File: src/rtl/boid_pkg.sv
// Shared types and constants for the boid update unit.
package boid_pkg;

    // Default screen geometry
    localparam int DEFAULT_SCREEN_W = 640;
    localparam int DEFAULT_SCREEN_H = 480;

    // Field widths of the stored boid record
    localparam int BOID_X_W = 10;
    localparam int BOID_Y_W = 9;
    localparam int BOID_V_W = 4;

    // Power-on boid state: every boid starts at (100,100) moving (+1,+1)
    localparam int RESET_POS = 100;
    localparam int RESET_VEL = 1;

    typedef enum logic [1:0] {
        ST_IDLE   = 2'd0,
        ST_UPDATE = 2'd1,
        ST_EMIT   = 2'd2
    } boid_state_e;

    typedef struct packed {
        logic        [BOID_X_W-1:0] x;
        logic        [BOID_Y_W-1:0] y;
        logic signed [BOID_V_W-1:0] dx;
        logic signed [BOID_V_W-1:0] dy;
    } boid_t;

endpackage

File: src/rtl/boid_axis_step.sv
// One axis of boid motion: position += velocity, then bounce or wrap at the screen edge.
module boid_axis_step #(
    parameter int WIDTH     = 10,
    parameter int LIMIT     = 640,
    parameter int V_W       = 4,
    parameter int EDGE_MODE = 0
) (
    input  logic        [WIDTH-1:0] pos,
    input  logic signed [V_W-1:0]   vel,
    output logic        [WIDTH-1:0] new_pos,
    output logic signed [V_W-1:0]   new_vel
);

    // Two guard bits keep pos+vel exact (sign plus one bit of headroom)
    localparam int CW = WIDTH + 2;
    localparam logic signed [CW-1:0] LIM     = CW'(LIMIT);
    localparam logic signed [CW-1:0] LIM_M1  = CW'(LIMIT - 1);
    localparam logic signed [CW-1:0] MIRROR  = CW'(2 * (LIMIT - 1));

    logic signed [CW-1:0] sum;
    logic signed [CW-1:0] res;

    assign sum = $signed({2'b00, pos}) + $signed({{(CW - V_W){vel[V_W-1]}}, vel});

    // Edge handling; a single correction suffices because |vel| < LIMIT
    always_comb begin
        res     = sum;
        new_vel = vel;
        if (EDGE_MODE == 0) begin
            if (sum[CW-1]) begin
                res     = -sum;
                new_vel = -vel;
            end else if (sum > LIM_M1) begin
                res     = MIRROR - sum;
                new_vel = -vel;
            end
        end else begin
            if (sum[CW-1]) begin
                res = sum + LIM;
            end else if (sum > LIM_M1) begin
                res = sum - LIM;
            end
        end
    end

    assign new_pos = WIDTH'(res);

endmodule

File: src/rtl/boid_update_unit.sv
// Boid update unit: on each frame_tick advances every boid one step, then
// streams their framebuffer addresses out over a valid/ready handshake.
module boid_update_unit
    import boid_pkg::*;
#(
    parameter int NUM_BOIDS  = 8,
    parameter int SCREEN_W   = DEFAULT_SCREEN_W,
    parameter int SCREEN_H   = DEFAULT_SCREEN_H,
    parameter int X_W        = 10,
    parameter int Y_W        = 9,
    parameter int V_W        = 4,
    parameter int ADDR_W     = 19,
    parameter int EDGE_MODE  = 0,
    localparam int IDX_W     = (NUM_BOIDS > 1) ? $clog2(NUM_BOIDS) : 1
) (
    input  logic                     clock,
    input  logic                     reset,
    input  logic                     frame_tick,
    input  logic                     init_valid,
    input  logic        [IDX_W-1:0]  init_idx,
    input  logic        [X_W-1:0]    init_x,
    input  logic        [Y_W-1:0]    init_y,
    input  logic signed [V_W-1:0]    init_dx,
    input  logic signed [V_W-1:0]    init_dy,
    output logic                     addr_valid,
    input  logic                     addr_ready,
    output logic        [ADDR_W-1:0] address,
    output logic        [IDX_W-1:0]  boid_idx,
    output logic        [X_W-1:0]    x_loc,
    output logic        [Y_W-1:0]    y_loc,
    output logic                     busy,
    output logic                     overrun
);

    localparam logic [IDX_W-1:0]  LAST_IDX   = IDX_W'(NUM_BOIDS - 1);
    localparam logic [ADDR_W-1:0] RESET_ADDR = ADDR_W'(RESET_POS + SCREEN_W * RESET_POS);
    localparam boid_t RESET_BOID = '{
        x:  BOID_X_W'(RESET_POS),
        y:  BOID_Y_W'(RESET_POS),
        dx: BOID_V_W'(RESET_VEL),
        dy: BOID_V_W'(RESET_VEL)
    };

    boid_state_e        state_reg;
    boid_t              boids_reg [NUM_BOIDS];
    logic [IDX_W-1:0]   upd_idx_reg;
    logic [IDX_W-1:0]   emit_idx_reg;

    boid_t              cur_boid;
    boid_t              upd_boid;
    boid_t              init_boid;
    logic [X_W-1:0]     upd_x;
    logic [Y_W-1:0]     upd_y;
    logic signed [V_W-1:0] upd_dx;
    logic signed [V_W-1:0] upd_dy;

    logic [IDX_W-1:0]   emit_src_idx;
    logic [X_W-1:0]     emit_x;
    logic [Y_W-1:0]     emit_y;
    logic [ADDR_W-1:0]  emit_addr;

    assign busy     = (state_reg != ST_IDLE);
    assign cur_boid = boids_reg[upd_idx_reg];

    boid_axis_step #(
        .WIDTH(X_W), .LIMIT(SCREEN_W), .V_W(V_W), .EDGE_MODE(EDGE_MODE)
    ) u_step_x (
        .pos(X_W'(cur_boid.x)), .vel(V_W'(cur_boid.dx)),
        .new_pos(upd_x), .new_vel(upd_dx)
    );

    boid_axis_step #(
        .WIDTH(Y_W), .LIMIT(SCREEN_H), .V_W(V_W), .EDGE_MODE(EDGE_MODE)
    ) u_step_y (
        .pos(Y_W'(cur_boid.y)), .vel(V_W'(cur_boid.dy)),
        .new_pos(upd_y), .new_vel(upd_dy)
    );

    // Pack the stepped boid and the clamped load value into storage records
    always_comb begin
        upd_boid    = '{x: BOID_X_W'(upd_x), y: BOID_Y_W'(upd_y),
                        dx: BOID_V_W'(upd_dx), dy: BOID_V_W'(upd_dy)};
        init_boid.x  = (init_x > X_W'(SCREEN_W - 1)) ? BOID_X_W'(SCREEN_W - 1) : BOID_X_W'(init_x);
        init_boid.y  = (init_y > Y_W'(SCREEN_H - 1)) ? BOID_Y_W'(SCREEN_H - 1) : BOID_Y_W'(init_y);
        init_boid.dx = BOID_V_W'(init_dx);
        init_boid.dy = BOID_V_W'(init_dy);
    end

    // Select the boid to present next; forward the fresh step when boid 0
    // is also the one being written in the last UPDATE cycle
    always_comb begin
        emit_src_idx = '0;
        if (state_reg == ST_EMIT) begin
            emit_src_idx = emit_idx_reg + IDX_W'(1);
        end
        emit_x = X_W'(boids_reg[emit_src_idx].x);
        emit_y = Y_W'(boids_reg[emit_src_idx].y);
        if (state_reg == ST_UPDATE && upd_idx_reg == emit_src_idx) begin
            emit_x = upd_x;
            emit_y = upd_y;
        end
        emit_addr = ADDR_W'(emit_x) + ADDR_W'(SCREEN_W) * ADDR_W'(emit_y);
    end

    // Boid storage: loads are accepted only in IDLE, steps only in UPDATE
    always_ff @(posedge clock) begin
        for (int i = 0; i < NUM_BOIDS; i++) begin
            if (reset) begin
                boids_reg[i] <= RESET_BOID;
            end else if (state_reg == ST_IDLE && init_valid && init_idx == IDX_W'(i)) begin
                boids_reg[i] <= init_boid;
            end else if (state_reg == ST_UPDATE && upd_idx_reg == IDX_W'(i)) begin
                boids_reg[i] <= upd_boid;
            end
        end
    end

    // Control FSM with registered handshake outputs and sticky overrun flag
    always_ff @(posedge clock) begin
        if (reset) begin
            state_reg    <= ST_IDLE;
            upd_idx_reg  <= '0;
            emit_idx_reg <= '0;
            addr_valid   <= 1'b0;
            address      <= RESET_ADDR;
            boid_idx     <= '0;
            x_loc        <= X_W'(RESET_POS);
            y_loc        <= Y_W'(RESET_POS);
            overrun      <= 1'b0;
        end else begin
            if (frame_tick && state_reg != ST_IDLE) begin
                overrun <= 1'b1;
            end
            unique case (state_reg)
                ST_IDLE: begin
                    if (frame_tick) begin
                        state_reg   <= ST_UPDATE;
                        upd_idx_reg <= '0;
                    end
                end
                ST_UPDATE: begin
                    if (upd_idx_reg == LAST_IDX) begin
                        state_reg    <= ST_EMIT;
                        emit_idx_reg <= '0;
                        addr_valid   <= 1'b1;
                        address      <= emit_addr;
                        boid_idx     <= emit_src_idx;
                        x_loc        <= emit_x;
                        y_loc        <= emit_y;
                    end else begin
                        upd_idx_reg <= upd_idx_reg + IDX_W'(1);
                    end
                end
                ST_EMIT: begin
                    if (addr_ready) begin
                        if (emit_idx_reg == LAST_IDX) begin
                            state_reg  <= ST_IDLE;
                            addr_valid <= 1'b0;
                        end else begin
                            emit_idx_reg <= emit_src_idx;
                            address      <= emit_addr;
                            boid_idx     <= emit_src_idx;
                            x_loc        <= emit_x;
                            y_loc        <= emit_y;
                        end
                    end
                end
                default: begin
                    state_reg  <= ST_IDLE;
                    addr_valid <= 1'b0;
                end
            endcase
        end
    end

endmodule

File: config.mk
export PLATFORM = sky130hd
export DESIGN_NAME = boid_update_unit
export DESIGN_NICKNAME = d
export VERILOG_FILES = /design/src/rtl/boid_pkg.sv /design/src/rtl/boid_axis_step.sv /design/src/rtl/boid_update_unit.sv
export SDC_FILE = /design/constraint.sdc
export NUM_CORES = 1
export LEC_CHECK = 0
export ABC_CLOCK_PERIOD_IN_PS = 22800
export BUFFER_PORTS_ARGS = -buffer_cell sky130_fd_sc_hd__buf_2
export CAP_MARGIN = 5
export CORE_AREA = 4 4 195 197
export DETAILED_ROUTE_END_ITERATION = 16
export DIE_AREA = 0 0 199 201
export PLACE_DENSITY_LB_ADDON = 0.05
export SYNTH_ARGS = -nofsm -noshare
export SYNTH_HDL_FRONTEND = slang
export SYNTH_SLANG_ARGS = --single-unit
File: constraint.sdc
create_clock -name clock -period 22.8 [get_ports clock]
set_input_delay 1.14 -clock clock [delete_from_list [all_inputs] [get_ports clock]]
set_output_delay 1.14 -clock clock [all_outputs]
set_load 0.01 [all_outputs]
# == Word level (Yosys, flattened, before mapping) ==
# Memory sizes are Yosys's and may differ from the RTL's. A register that Yosys moved wholly into a read port is not among the register bits.
# Cells that the tools add are included.
# word_totals
mem_count,1
elab_cells,215
inputBits,35
ram_bits,216
ff_bits,51
output_inout_bits,44
# memory_table
name,words,width,rd,rd_ports_with_merged_regs,wr,line,text
boids_reg,8,27,2,1,8,boid_update_unit.sv:45,boid_t boids_reg [NUM_BOIDS];
# op_classes
add_sub_neg,11
order_cmp,4
n_eq_ne,24
multipliers,1
muxes,119
n_bitwise,17
n_reduce_logical,29
# op_table
operator,count
2-to-1 mux 27 bit,16
2-to-1 mux 10 bit,7
2-to-1 mux 9 bit,7
2-to-1 mux 1 bit,61
2-to-1 mux 19 bit,3
one-hot mux 19 bit (2 select lines),1
equality test 3 bit (second input constant),9
2-to-1 mux 3 bit,9
one-hot mux 10 bit (2 select lines),1
adder 10 x 19 -> 19 bit,1
logical AND 1 bit,19
one-hot mux 3 bit (2 select lines),3
one-hot mux 9 bit (2 select lines),1
2-to-1 mux 4 bit,4
bitwise OR 1 bit,16
adder 11 x 4 -> 12 bit,1
equality test 3 x 2 -> 1 bit (second input constant),4
greater-than comparator 12 x 11 -> 1 bit (second input constant),1
multiplier 3 x 9 -> 12 bit (first input constant),1
AND reduction 4 bit,3
adder 10 x 4 -> 11 bit,1
greater-than comparator 11 x 10 -> 1 bit (second input constant),1
greater-than comparator 10 bit (second input constant),1
negation 10 bit,1
other kinds (20),33

# == Longest topological paths before layout ==
# Gate-level depths: netlist (run 1).
# logic_depth
ltp_word,10
ltp_mapped,31
depth_no_buf,26

# == Cells and area by module ==
# A second synthesis (run 1) with hierarchy kept.
# hier_totals
cells_unflattened,1661
area_unflattened_um2,17148.9
# by_module_without_submodules
module,area_each_um2,n_inst,cells_each,seq_area_each_um2
boid_update_unit,14834.2,1,1363,7407.1
boid_axis_step (u_step_x),1351.3,1,176,0.0
boid_axis_step (u_step_y),963.4,1,122,0.0

# == Worst setup path after synthesis (run 1) ==
# OpenSTA, ideal clock, no wires.
# synth_timing
path_kind,register to register
start,reg (tool-made name)
end,reg address[18]
required_time_ns,22.730
arrival_time_ns,7.614
path_buffers,4
slack_ns,15.116
setup_ns,0.070
stages_incl_launch_ff,31
synth_period_minus_slack_ns,7.684
path_cell_list,dfxtp_1 > buf_2 > buf_2 > buf_2 > buf_1 > mux4_2 > mux2_2 > ha_1 > inv_1 > fa_1 > and2b_1 > o2111ai_1 > a32oi_2 > xor2_1 > nor4_2 > or2_2 > a21oi_1 > xnor2_1 > mux2i_1 > ha_1 > ha_1 > fa_1 > a21o_1 > a21oi_1 > xnor2_1 > nor3b_1 > nand4_1 > or2_2 > o31ai_1 > o221ai_1 > a21oi_1
# synth_rtl
element,line,text
end signal: assignment,boid_update_unit.sv:146,address <= emit_addr;
end signal: assignment,boid_update_unit.sv:161,address <= emit_addr;
end: declaration,boid_update_unit.sv:27,"output logic [ADDR_W-1:0] address,"

==> results of run 1 <==
[final cells by class]
type,count,area (um^2),share of cell area
Clock buffer,33,741,0.0412
Clock inverter,19,206,0.0115
Inverter,37,139,0.00772
Multi-Input combinational cell,1105,8250,0.459
Sequential cell,261,7390,0.411
Tap cell,468,586,0.0326
Timing Repair Buffer,115,668,0.0372
[report_power, final]
group / internal [mW] / switching (mW)
Clock: 0.278 / 0.200
Sequential: 0.542 / 0.0116
Combinational: 0.286 / 0.575
[cell usage in the layout, fill, tap and decap left out, types with 15 or more instances in the layout]
master     instances
edfxtp_1         216
nand2_1          167
nor2_1           101
o22ai_1          101
a21oi_1           94
o21ai_0           92
buf_2             78
mux4_2            64
ha_1              51
dfxtp_1           43
a22oi_1           41
buf_4             37
inv_1             32
xnor2_1           30
clkbuf_16         29
nand3_1           24
nor3_1            23
mux2_2            22
o221ai_1          21
a31oi_1           15
[final timing paths]
kind	startpoint	end	slack (ns)	cells after the start
setup / recovery	flip-flop	address[18]$_SDFFE_PP0P_	14.34	27
hold / removal	y_loc[0]$_SDFFE_PP0P_	y_loc[0]$_SDFFE_PP0P_	0.46	2
setup reg to reg	flip-flop	address[18]$_SDFFE_PP0P_	14.34	27
hold reg to reg	y_loc[0]$_SDFFE_PP0P_	y_loc[0]$_SDFFE_PP0P_	0.46	2
[routing by layer]
layer	global-route usage	share of wire
met5	0	0.00011
met4	0.0855	0.035
met3	0.0668	0.11
met2	0.463	0.44
met1	0.449	0.41
[stage by stage]
stage | utilization | hold WS, ns
floorplan | - | 0.449
global placement | 0.470 | 0.443
detailed placement | 0.470 | 0.451
CTS | 0.496 | 0.460
global route | 0.496 | 0.471
finish | 0.496 | 0.459
[logic make-up (layout without fill, tap and decap cells)]
family | Yosys count | count (layout) | share of synthesized area
buf+inv | 159 | 204 | 0.0406
mux | 97 | 97 | 0.113
xor+xnor | 46 | 46 | 0.0258
fa+ha+maj | 55 | 55 | 0.0444
flops | 261 | 261 | 0.457
simple gates | 402 | 402 | 0.111
compound gates | 505 | 505 | 0.209
[worst max-delay path: stages (launching register included)]
cell	delay, ns
dfxtp_4	0.74
buf_4	0.64
mux4_2	0.57
mux2_2	0.30
ha_1	0.25
inv_1	0.08
fa_1	0.23
and2b_1	0.23
o2111ai_1	0.28
a32oi_2	0.22
xor2_1	0.26
nor4_2	0.48
or2_2	0.25
a21oi_1	0.10
xnor2_1	0.71
mux2i_1	0.33
ha_1	0.29
ha_1	0.21
fa_1	0.41
a21o_1	0.17
a21oi_1	0.22
xnor2_1	0.20
nor3b_1	0.22
nand4_1	0.16
or2_2	0.34
o31ai_1	0.19
o221ai_1	0.15
a21oi_1	0.15
==> results by group, run 1 <==
Floorplan
  • Rows: 70
  • Ports: 79
  • Core area: 36,300 um^2
  • Width of the chip: 199 um
  • DIE AREA: between 30,000 and 40,000 um^2
  • Initial core utilization: 0.446
  • Die height: around 200 um

Run status
  • Status: finished clean

STA
  • Setup ws final: ~14 ns
  • Least-Margin Pin Slew: between 1 and 1.5 ns
  • Relative slew slack: 0.146
  • Fin Setup TNS: 0 ns
  • Slew Viols, Final: 0
  • Final Cycle Share: 0.371
  • Setup violators final: 0
  • Highest Clock Rate: 118 MHz
  • Min Tclk post-route: approximately 8.5 ns
  • Fin. Hold Viols: 0
  • Worst Clk Skew: roughly 0.016 ns
  • Unrepaired setup endpoints after global routing: no

Final layout
  • Final instance area: roughly 18,000 um^2
  • Fillcell total: roughly 3,400
  • Fraction of layout cells with a size suffix above 1: 0.191
  • # diodes: 0
  • Layout Cells excl Fill: between 2,000 and 2,500
  • Layout overhead on the synthesized area: 11.2%
  • Max reg flops: 216
  • Layout Nets: 1,639

Clock network
  • Hold-fix buffers, CTS: 0
  • Root Buffer: clkbuf_16
  • Clock Pin Slew Worst Setup and Hold Paths: around 0.060 ns
  • Count of cells resized by post-cts repair: 0
  • # clock sinks: 261
  • Htree depth: 1
  • CTS tree: yes
  • Setup Buffers After CTS: 0
  • Clock buffer count from CTS: 29
  • Clk_lat worst skew: 0.56 ns
  • Clock tree buffer depth: 3

Detailed routing
  • Post-route ant nets: 0
  • Drt via density: approximately 6.7
  • Post-Route WL: roughly 63 mm
  • Via count: approximately 14,000
  • Wire per inst: between 30 and 40 um
  • First-pass DRT Iterations: 5
  • Initial DRC count: about 1,800
  • # DRC: 0

Synthesis
  • Cell variety after synth: 93
  • Synthesized cell area: 16,200 um^2
  • Most frequent cell after synthesis: edfxtp_1
  • Largest area contributor in the netlist: edfxtp_1
  • Sequential element share of the synthesized area: 0.457
  • Async S/R FF share, synth: 0
  • Yosys warning count: 0
  • Post-synth net total: between 1,500 and 2,000
  • Avg Cell Area, Syn: between 10 and 15 um^2
  • Largest cells by area after synthesis: edfxtp_1 40%, mux4_2 8.9%, dfxtp_1 5.6%, ha_1 3.9%, o22ai_1 3.9%
  • Top-area cell type share of the netlist area: 0.401
  • Synth Flop Type: edfxtp_1
  • Synth Instances: 1,525
  • Number of flops mapped to enable cells by yosys: approximately 220
  • #FFs+latches synth: roughly 260
  • Most frequent cells after synthesis: 216 x edfxtp_1, 167 x nand2_1, 105 x nor2_1, 101 x o22ai_1, 95 x o21ai_0

Global route
  • Initial antenna violation count: 1
  • GRT overflow: 0
  • First-pass GRT wire length: just over 90 mm
  • Vias in the first global route: approximately 13,000
  • GRT Overall Usage: 0.307
  • Largest net degree at the start of global routing: 55

Place
  • DPL Wire Length: roughly 39 mm
  • Pre-CTS setup slack: 14.40 ns
  • RePlAce Congestion: 0.942
  • # port buffers: 78
  • Inst Count DP: around 2,000
  • Placed Area: roughly 17,000 um^2

Power and ir drop
  • Power Dens Cells: ~110 nW/um^2
  • Tot Pwr: 1.89 mW
  • Worst vdd ir: between 0.08 and 0.09 mV
  • LEAKAGE: roughly 6 nW

Critical path
  • WP data required: 23.29 ns
  • Crit Path Max Fanout: 29
  • Worst Setup End Kind: flip-flop
  • Critical path class: reg2reg
  • Startpoint types: flip-flop
  • Arrival time at the worst endpoint: slightly below 9 ns

Flow run
  • Max_cap viols: 0

Hold path
  • Worst hold path type: reg2reg
Note: power is estimated with default switching activity, not from simulation.
==> inputs of run 2 (changes only) <==
Settings changed: ABC_CLOCK_PERIOD_IN_PS 22800 to 8200.
Clock period 22.8 ns to 8.2 ns, I/O delays scaled along.
==> run 2 against run 1 <==
Compared with the run above:
- flip-flop and latch count is the same
- utilization shrank 0.11 points
- clock power grew to 2.5 times the previous value
- worst hold slack lost 0.36 ns
- wire length shrank 0.56%
- final area shrank 0.23%
- critical path type unchanged
- setup slack lost 14 ns
- cell count grew 0.44%
- sequential power grew to 2.8 times the previous value
- combinational power grew to 2.8 times the previous value
==> results by group, run 2 (synthesis results as in run 1) <==
Power and ir drop
  • Worst vdd ir: about 0.22 mV
  • Tot Pwr: approximately 5.2 mW
  • Power Dens Cells: between 200 and 300 nW/um^2
  • LEAKAGE: approximately 6 nW

Critical path
  • Startpoint types: flip-flop
  • Worst Setup End Kind: flip-flop
  • FF-to-FF End: address[18]$_SDFFE_PP0P_
  • R2R Setup Slk: 0.72 ns
  • Crit Path Max Fanout: 24
  • Arrival time at the worst endpoint: roughly 8.0 ns
  • Reg2reg path depth: 25
  • WP data required: 8.69 ns
  • Critical path class: reg2reg

Hold path
  • Hold depth: 3
  • Hold_sp: frame_tick
  • Worst hold path type: in2reg
  • Hold EP: overrun$_SDFFE_PP0P_

Flow run
  • Max_cap viols: 0

STA
  • Final Cycle Share: 0.913
  • Highest Clock Rate: about 130 MHz
  • Min Tclk post-route: around 7.5 ns
  • Least-Margin Pin Slew: around 1.3 ns
  • Setup violators final: 0
  • Fin. Hold Viols: 0
  • Fin Setup TNS: 0 ns
  • Unrepaired setup endpoints after global routing: no
  • Worst hold margin: 0.0953 ns
  • Relative slew slack: 0.111
  • Worst Clk Skew: a little under 0.009 ns
  • Slew Viols, Final: 0

Place
  • RePlAce Congestion: 0.963
  • Inst Count DP: around 2,000
  • DPL Wire Length: slightly above 40 mm
  • # port buffers: 78

Detailed routing
  • Post-route ant nets: 0
  • # DRC: 0
  • Drt via density: ~6.8
  • Initial DRC count: roughly 1,800
  • First-pass DRT Iterations: 6
  • Via count: 13,900
  • Post-Route WL: around 62 mm
  • Wire per inst: roughly 30 um

Final layout
  • Layout Nets: between 1,500 and 2,000
  • Most frequent cells in the layout: 216 x edfxtp_1, 167 x nand2_1, 101 x nor2_1, 101 x o22ai_1, 94 x a21oi_1
  • Max reg flops: between 200 and 250
  • # diodes: 0
  • Fraction of layout cells with a size suffix above 1: 0.189
  • Final Util: 0.495
  • Layout Cells excl Fill: between 2,000 and 2,500
  • Layout overhead on the synthesized area: 11.0%
  • Leading cell type in the layout, fill and taps excluded: edfxtp_1

Clock network
  • Setup Buffers After CTS: 0
  • CTS tree: yes
  • Clock Pin Slew Worst Setup and Hold Paths: ~0.06 ns
  • Clk_lat worst skew: about 0.56 ns
  • Count of cells resized by post-cts repair: 0
  • Root Buffer: clkbuf_16
  • Htree depth: 1
  • Hold-fix buffers, CTS: 0
  • # clock sinks: between 200 and 300
  • Clock buffer count from CTS: 29
  • Clock tree buffer depth: 3

Floorplan
  • Rows: 70
  • Initial core utilization: 0.446
  • Width of the chip: about 200 um
  • Ports: 79
  • DIE AREA: between 30,000 and 40,000 um^2
  • Core area: approximately 36,000 um^2
  • Die height: roughly 200 um

Global route
  • GRT Overall Usage: 0.305
  • Initial antenna violation count: 0
  • Largest net degree at the start of global routing: 36
  • Vias in the first global route: 13,600
  • First-pass GRT wire length: around 91 mm
  • GRT overflow: 0

Run status
  • Status: finished clean
-- run 2: changes by cell type in the layout (fill, tap and decap cells not counted), moves of 2 or more --
cell	delta
clkbuf_1	+2
buf_4	+8
inv_6	-2
bufinv_16	-3
clkinv_1	+8
-- run 2: layout make-up --
| cell class | instances | area (um^2) |
|---|---|---|
| Timing Repair Buffer | 123 | 728 |
| Tap cell | 468 | 586 |
| Clock buffer | 35 | 748 |
| Multi-Input combinational cell | 1105 | 8250 |
| Clock inverter | 18 | 103 |
| Sequential cell | 261 | 7390 |
| Fill cell | 3424 | 18300 |
| Inverter | 37 | 139 |
-- run 2: stage by stage --
stage	worst slack [ns]	instance area, um^2
2_1_floorplan	0.516	16200
3_3_place_gp	0.926	17100
3_5_place_dp	0.805	17100
4_1_cts	0.776	17900
5_1_grt	0.185	17900
6_report	0.715	17900
-- run 2: worst max path at each step --
stage | from | to | slack, ns | cells past startpoint
floorplan | flip-flop | address[18]$_SDFFE_PP0P_ | 0.52 | 30
global placement | flip-flop | address[18]$_SDFFE_PP0P_ | 0.93 | 25
detailed placement | flip-flop | address[18]$_SDFFE_PP0P_ | 0.80 | 25
CTS | flip-flop | address[18]$_SDFFE_PP0P_ | 0.78 | 25
global route | flip-flop | address[18]$_SDFFE_PP0P_ | 0.18 | 24
finish | flip-flop | address[18]$_SDFFE_PP0P_ | 0.72 | 25
-- run 2: routing by layer --
metal,vias to the layer above,wire (um),GRT usage
met3,143,6730,0.0613
met5,-,0,0
met4,0,2400,0.0989
li1,6009,-,-
met2,847,27700,0.461
met1,6929,25500,0.443
-- run 2: critical path, cell delays in order (launching register included) --
cell       delay, ns
dfxtp_4         0.69
mux4_2          0.58
mux2_2          0.30
ha_1            0.23
inv_1           0.08
fa_1            0.23
and2b_1         0.23
o2111ai_1       0.31
a32oi_2         0.23
a21oi_1         0.30
xnor2_1         0.30
or4_1           0.58
o311a_1         0.27
mux2_4          0.36
xor2_1          0.17
ha_1            0.24
fa_1            0.41
a21o_1          0.17
a21oi_1         0.23
xnor2_1         0.21
nor3b_1         0.22
nand4_1         0.15
or2_2           0.34
o31ai_1         0.21
o221ai_1        0.15
a21oi_1         0.17
-- run 2: power breakdown --
group / switching [mW] / internal, mW
clock network: 0.547 / 0.674
logic: 1.62 / 0.836
registers: 0.0341 / 1.51
